File: config.mk
export PLATFORM = sky130hd
export DESIGN_NAME = alu_arbiter
export DESIGN_NICKNAME = d
export VERILOG_FILES = /design/src/rtl/alu_arbiter.sv
export SDC_FILE = /design/constraint.sdc
export NUM_CORES = 1
export LEC_CHECK = 0
export ABC_CLOCK_PERIOD_IN_PS = 4200
export CORE_AREA = 2 2 120 122
export DETAILED_ROUTE_END_ITERATION = 16
export DIE_AREA = 0 0 122 124
export GPL_ROUTABILITY_DRIVEN = 0
export PLACE_DENSITY = 0.78
export SLEW_MARGIN = 20
export SYNTH_ARGS = -nofsm -noshare
export SYNTH_HDL_FRONTEND = slang
export SYNTH_SLANG_ARGS = --single-unit
File: constraint.sdc
create_clock -name clk_i -period 4.2 [get_ports clk_i]
set_clock_uncertainty 0.05 [all_clocks]
set_input_delay 0.84 -clock clk_i [delete_from_list [all_inputs] [get_ports clk_i]]
set_output_delay 0.84 -clock clk_i [all_outputs]
set_load 0.01 [all_outputs]
File: src/rtl/alu_arbiter.sv
// alu_arbiter: round-robin arbiter that shares one single-cycle ALU between two
// requesters. Operands are registered and driven to the ALU; the ALU result is
// captured and returned on a per-requester valid/ready response channel.
// ALU_MUL holds its operands for MUL_CYCLES cycles so the multiplier can be
// constrained as a multicycle path. MUL_CYCLES must lie in 1..15.

`ifndef ALU_AND
`define ALU_AND 3'b000
`endif
`ifndef ALU_OR
`define ALU_OR  3'b001
`endif
`ifndef ALU_ADD
`define ALU_ADD 3'b010
`endif
`ifndef ALU_SUB
`define ALU_SUB 3'b011
`endif
`ifndef ALU_XOR
`define ALU_XOR 3'b100
`endif
`ifndef ALU_SLL
`define ALU_SLL 3'b101
`endif
`ifndef ALU_MUL
`define ALU_MUL 3'b110
`endif

module alu_arbiter #(
    parameter int unsigned MUL_CYCLES = 3
) (
    input  logic        clk_i,
    input  logic        rst_n_i,
    input  logic        req0_valid_i,
    output logic        req0_ready_o,
    input  logic [2:0]  req0_op_i,
    input  logic [31:0] req0_data1_i,
    input  logic [31:0] req0_data2_i,
    input  logic        req1_valid_i,
    output logic        req1_ready_o,
    input  logic [2:0]  req1_op_i,
    input  logic [31:0] req1_data1_i,
    input  logic [31:0] req1_data2_i,
    output logic        resp0_valid_o,
    input  logic        resp0_ready_i,
    output logic [31:0] resp0_data_o,
    output logic        resp1_valid_o,
    input  logic        resp1_ready_i,
    output logic [31:0] resp1_data_o,
    output logic [31:0] alu_data1_o,
    output logic [31:0] alu_data2_o,
    output logic [2:0]  alu_ctrl_o,
    input  logic [31:0] alu_data_i,
    output logic        busy_o
);

    // Extra EXEC cycles spent on a multiply before its result is sampled.
    localparam logic [3:0] MUL_HOLD = 4'(MUL_CYCLES - 1);

    typedef enum logic [1:0] {
        IDLE = 2'd0,
        EXEC = 2'd1,
        RESP = 2'd2
    } state_t;

    state_t      state_q, state_d;
    logic        prio_q, prio_d;
    logic        gnt_q, gnt_d;
    logic [2:0]  op_q, op_d;
    logic [31:0] data1_q, data1_d;
    logic [31:0] data2_q, data2_d;
    logic [31:0] result_q, result_d;
    logic [3:0]  cnt_q, cnt_d;

    logic        gnt_sel;
    logic        accept;
    logic [2:0]  sel_op;
    logic [31:0] sel_data1;
    logic [31:0] sel_data2;
    logic        sel_resp_ready;

    // On contention the prio bit decides; otherwise the only valid requester wins.
    assign gnt_sel = (req0_valid_i & req1_valid_i) ? prio_q : req1_valid_i;

    // Ready is gated by reset so nothing is offered while the block is held in reset.
    assign accept       = rst_n_i & (state_q == IDLE) & (req0_valid_i | req1_valid_i);
    assign req0_ready_o = accept & ~gnt_sel;
    assign req1_ready_o = accept & gnt_sel;

    assign sel_op         = gnt_sel ? req1_op_i    : req0_op_i;
    assign sel_data1      = gnt_sel ? req1_data1_i : req0_data1_i;
    assign sel_data2      = gnt_sel ? req1_data2_i : req0_data2_i;
    assign sel_resp_ready = gnt_q   ? resp1_ready_i : resp0_ready_i;

    // Next-state and datapath register update for the IDLE/EXEC/RESP sequence.
    always_comb begin
        state_d  = state_q;
        prio_d   = prio_q;
        gnt_d    = gnt_q;
        op_d     = op_q;
        data1_d  = data1_q;
        data2_d  = data2_q;
        result_d = result_q;
        cnt_d    = cnt_q;
        case (state_q)
            IDLE: begin
                if (accept) begin
                    op_d    = sel_op;
                    data1_d = sel_data1;
                    data2_d = sel_data2;
                    gnt_d   = gnt_sel;
                    cnt_d   = (sel_op == `ALU_MUL) ? MUL_HOLD : 4'd0;
                    prio_d  = ~gnt_sel;
                    state_d = EXEC;
                end
            end
            EXEC: begin
                if (cnt_q != 4'd0) begin
                    cnt_d = cnt_q - 4'd1;
                end else begin
                    result_d = alu_data_i;
                    state_d  = RESP;
                end
            end
            RESP: begin
                // No accept in this cycle: ready is only offered from IDLE.
                if (sel_resp_ready) begin
                    state_d = IDLE;
                end
            end
            default: state_d = IDLE;
        endcase
    end

    // State and datapath registers; reset asserts asynchronously and drops any in-flight op.
    always_ff @(posedge clk_i or negedge rst_n_i) begin
        if (!rst_n_i) begin
            state_q  <= IDLE;
            prio_q   <= 1'b0;
            gnt_q    <= 1'b0;
            op_q     <= 3'd0;
            data1_q  <= 32'd0;
            data2_q  <= 32'd0;
            result_q <= 32'd0;
            cnt_q    <= 4'd0;
        end else begin
            state_q  <= state_d;
            prio_q   <= prio_d;
            gnt_q    <= gnt_d;
            op_q     <= op_d;
            data1_q  <= data1_d;
            data2_q  <= data2_d;
            result_q <= result_d;
            cnt_q    <= cnt_d;
        end
    end

    // ALU inputs come straight from registers, so they are glitch-free for the whole hold.
    assign alu_data1_o = data1_q;
    assign alu_data2_o = data2_q;
    assign alu_ctrl_o  = op_q;

    assign resp0_valid_o = (state_q == RESP) & ~gnt_q;
    assign resp1_valid_o = (state_q == RESP) & gnt_q;
    assign resp0_data_o  = result_q;
    assign resp1_data_o  = result_q;

    assign busy_o = (state_q != IDLE);

endmodule

==> summary.md <==
| Metric | Value |
|---|---|
| Initial antenna violation count | `0` |
| Total global routing overflow | `0` |
| Share of cells above drive strength 1 | `0.08592` |
| Crit path kind | `input port to primary output` |
| Die Width | `roughly 120 microns` |
| Core Footprint | `13720 sq um` |
| Drt initial violations | `180` |
| Fin crit share | `0.7875` |
| Inserted Clock Buffers | `9` |
| Tmin final | `around 3300 ps` |
| First-pass GRT wire length | `between 20000 and 25000 microns` |
| Slew @ Worst Pin | `between 1000 and 1500 ps` |
| Leakage | `~0.0038 uW` |
| Status | `finished, final reports clean` |
| R2r worst-path depth | `5` |
| Final layout net count | `879` |
| Max VDD drop | `0.2547 mV` |
| CTS Hold Bufs | `0` |
| Starting Density | `0.3729` |
| Largest net degree at the start of global routing | `82` |
| DR DRC count | `0` |
| Clk root buf | `clkbuf_16` |
| Max Cap Viol | `0` |
| Critical path, cell by cell | `clkdlybuf4s50_1, o211ai_4, nor2_2, clkdlybuf4s50_1` |
| HP Class | `register to register` |
| Post-Syn Instances | `440` |
| Most frequent cells in the layout | `clkdlybuf4s50_1 (306), dfrtp_1 (107), nand2_1 (68)` |
| Slew margin rel. | `0.3085` |
| Post-CTS Setup Bufs | `0` |
| Routed wire length | `between 10000 and 15000 microns` |
| Seq/Total Area, Yosys | `0.5234` |
| Layout Cells excl Fill | `890` |
| Final TNS setup | `0 ps` |
| Vias | `4209` |
| Die area | `15130 sq um` |
| CP startpoint kind | `input port` |
| Rows | `43` |
| Commonest non-fill, non-tap cell in the layout | `clkdlybuf4s50_1` |
| Setup violators final | `0` |
| # diodes | `0` |
| Critical Path Sink | `req1_ready_o` |
| Slew Viols, Final | `0` |
| Syn_area_per_cell | `between 10 and 15 sq um` |
| Final ANT Viol Nets | `0` |
| Clock Path Buffers | `2` |
| Port-buffer cells | `approximately 310` |
| I/O pin count | `slightly above 300` |
| Height of the die | `between 100 and 150 microns` |
| Synth warnings | `0` |
| Crit path DAT | `~2400 ps` |
| Worst EP required | `roughly 3300 ps` |
| Layout area overhead | `62.90%` |
| Register bit count reported by yosys | `roughly 110` |
| Placed cell count | `between 800 and 900` |
| Unrepaired setup endpoints after global routing | `false` |
| Synth Net Count | `between 600 and 700` |
| CP startpoint | `req1_valid_i` |
| Vias in the first global route | `approximately 4400` |
| Final core utilization | `0.6075` |
| Hpwl dp | `~11000 microns` |
| Clk_lat worst skew | `340 ps` |
| CP max stage cell | `clkdlybuf4s50_1` |
| H-tree depth | `3` |
| Top cell by count, worst path | `clkdlybuf4s50_1` |
| Clock transition at path regs | `approximately 70 ps` |
| Power Total | `between 5000 and 6000 uW` |
| Worst reg2reg path endpoint | `resp0_data_o[20]` |
| Final Hold Vio Count | `0` |
| Post-synthesis cell area | `a little over 5000 sq um` |
| PD cells | `~670 nW/um^2` |
| Critical Path Sink Type | `primary output` |
| Critical Path Fanout Max | `5` |
| CTS tree | `built` |
| Max incr delay on CP | `~640 ps` |
| All-Layer GR Usage | `0.1910` |
| CTS Sinks | `107` |
| DR vias/cell | `between 4 and 5` |
| # resized after CTS | `0` |
| Reg-to-Reg Start | `cnt_q[0]` |
| First-pass DRT Iterations | `4` |
| Synth unique cells | `35` |
| Max Freq | `~300 MHz` |
| WL/cell | `16.23 microns` |
| Register-to-Register Setup Slack | `just under 2000 ps` |
area by class of cell:
cell class / count / area [sq um]
inverters: 4 / 15.01
flip-flops and latches: 107 / 2678
multi-input cells: 271 / 2004
repair buffers: 312 / 3112
clock inverters: 3 / 20.02
clock buffers: 13 / 280.3
well taps: 180 / 225.2
fillers: 1095 / 5385
how the worst min path moves through the flow:
stage / startpoint / end / slack (ps) / cells after the start
floorplan: prio_q / prio_q / 410 / 2
global placement: alu_data2_o[3] / alu_data2_o[3] / 410 / 2
detailed placement: alu_data1_o[17] / alu_data1_o[17] / 420 / 2
CTS: alu_data1_o[17] / alu_data1_o[17] / 440 / 2
global route: alu_data1_o[19] / alu_data1_o[19] / 460 / 2
finish: alu_data1_o[17] / alu_data1_o[17] / 430 / 2
cell families after synthesis:
family	Yosys count	synth area share
flip-flops	107	0.5234
AO/OA/AOI/OAI	79	0.08340
buffers and inverters	62	0.08755
XOR/XNOR	2	0.003424
adder cells (fa/ha/maj)	2	0.004890
multiplexers	99	0.2228
AND/OR/NAND/NOR	89	0.07459
metrics by stage:
step | area (sq um) | worst slack, ps | hold slack, ps
after floorplan | 5116 | 1533 | 407.4
after global placement | 8030 | 911.8 | 411.4
after detailed placement | 8030 | 889.6 | 419.3
after CTS | 8330 | 887.5 | 435.3
after global routing | 8334 | 845.5 | 460.5
final | 8334 | 892.7 | 432.8
routing by layer:
| layer | track usage | part of all wire | up-vias |
|---|---|---|---|
| li1 | - | - | 2006 |
| met1 | 0.2104 | 0.37 | 1999 |
| met2 | 0.3467 | 0.53 | 181 |
| met3 | 0.05174 | 0.078 | 23 |
| met4 | 0.08046 | 0.025 | 0 |
| met5 | 0 | 0 | - |
registers in the layout (all words and copies together) (netlist names):
name	count
alu_ctrl_o	3
alu_data1_o	32
alu_data2_o	32
cnt_q	4
gnt_q	1
prio_q	1
resp0_data_o	32
state_q	2
where the power goes:
part           internal (uW)  leakage [uW]  switching (uW)
combinational           1730       0.00234            1150
sequential              1530       0.00131             339
clock                    466      0.000144             370
Yosys cell counts, drive strengths merged:
cell     instances  area, sq um
or3b             1        8.760
o311ai           1        8.760
and2b            1        7.510
or3              1        6.260
nand2b           2        12.51
inv              4        15.01
nor3             1        5.000
ha               2        25.02
o211a            1        10.01
nand2           70        267.8
a21oi            2        10.01
o22a             1        8.760
o211ai           1        12.51
o21a             1        7.510
mux2i           67        670.6
clkbuf           8        33.79
a211oi           1        7.510
mux2            32        469.2
o21ai           69        345.3
dfrtp          107         2678
nor2             8        35.03
a21o             1        7.510
nor3b            1        12.51
nand3            3        15.01
nand4bb          1        11.26
xor2             2        17.52
a2bb2oi          1        8.760
buf             50        399.1
worst max-delay path: cells and delay by family:
family	cells	cell delay, ps
and+or+nand+nor	1	190
AOI/OAI and AO/OA	1	140
buffers and inverters	2	1240
Power figures use the tool's default switching activity.
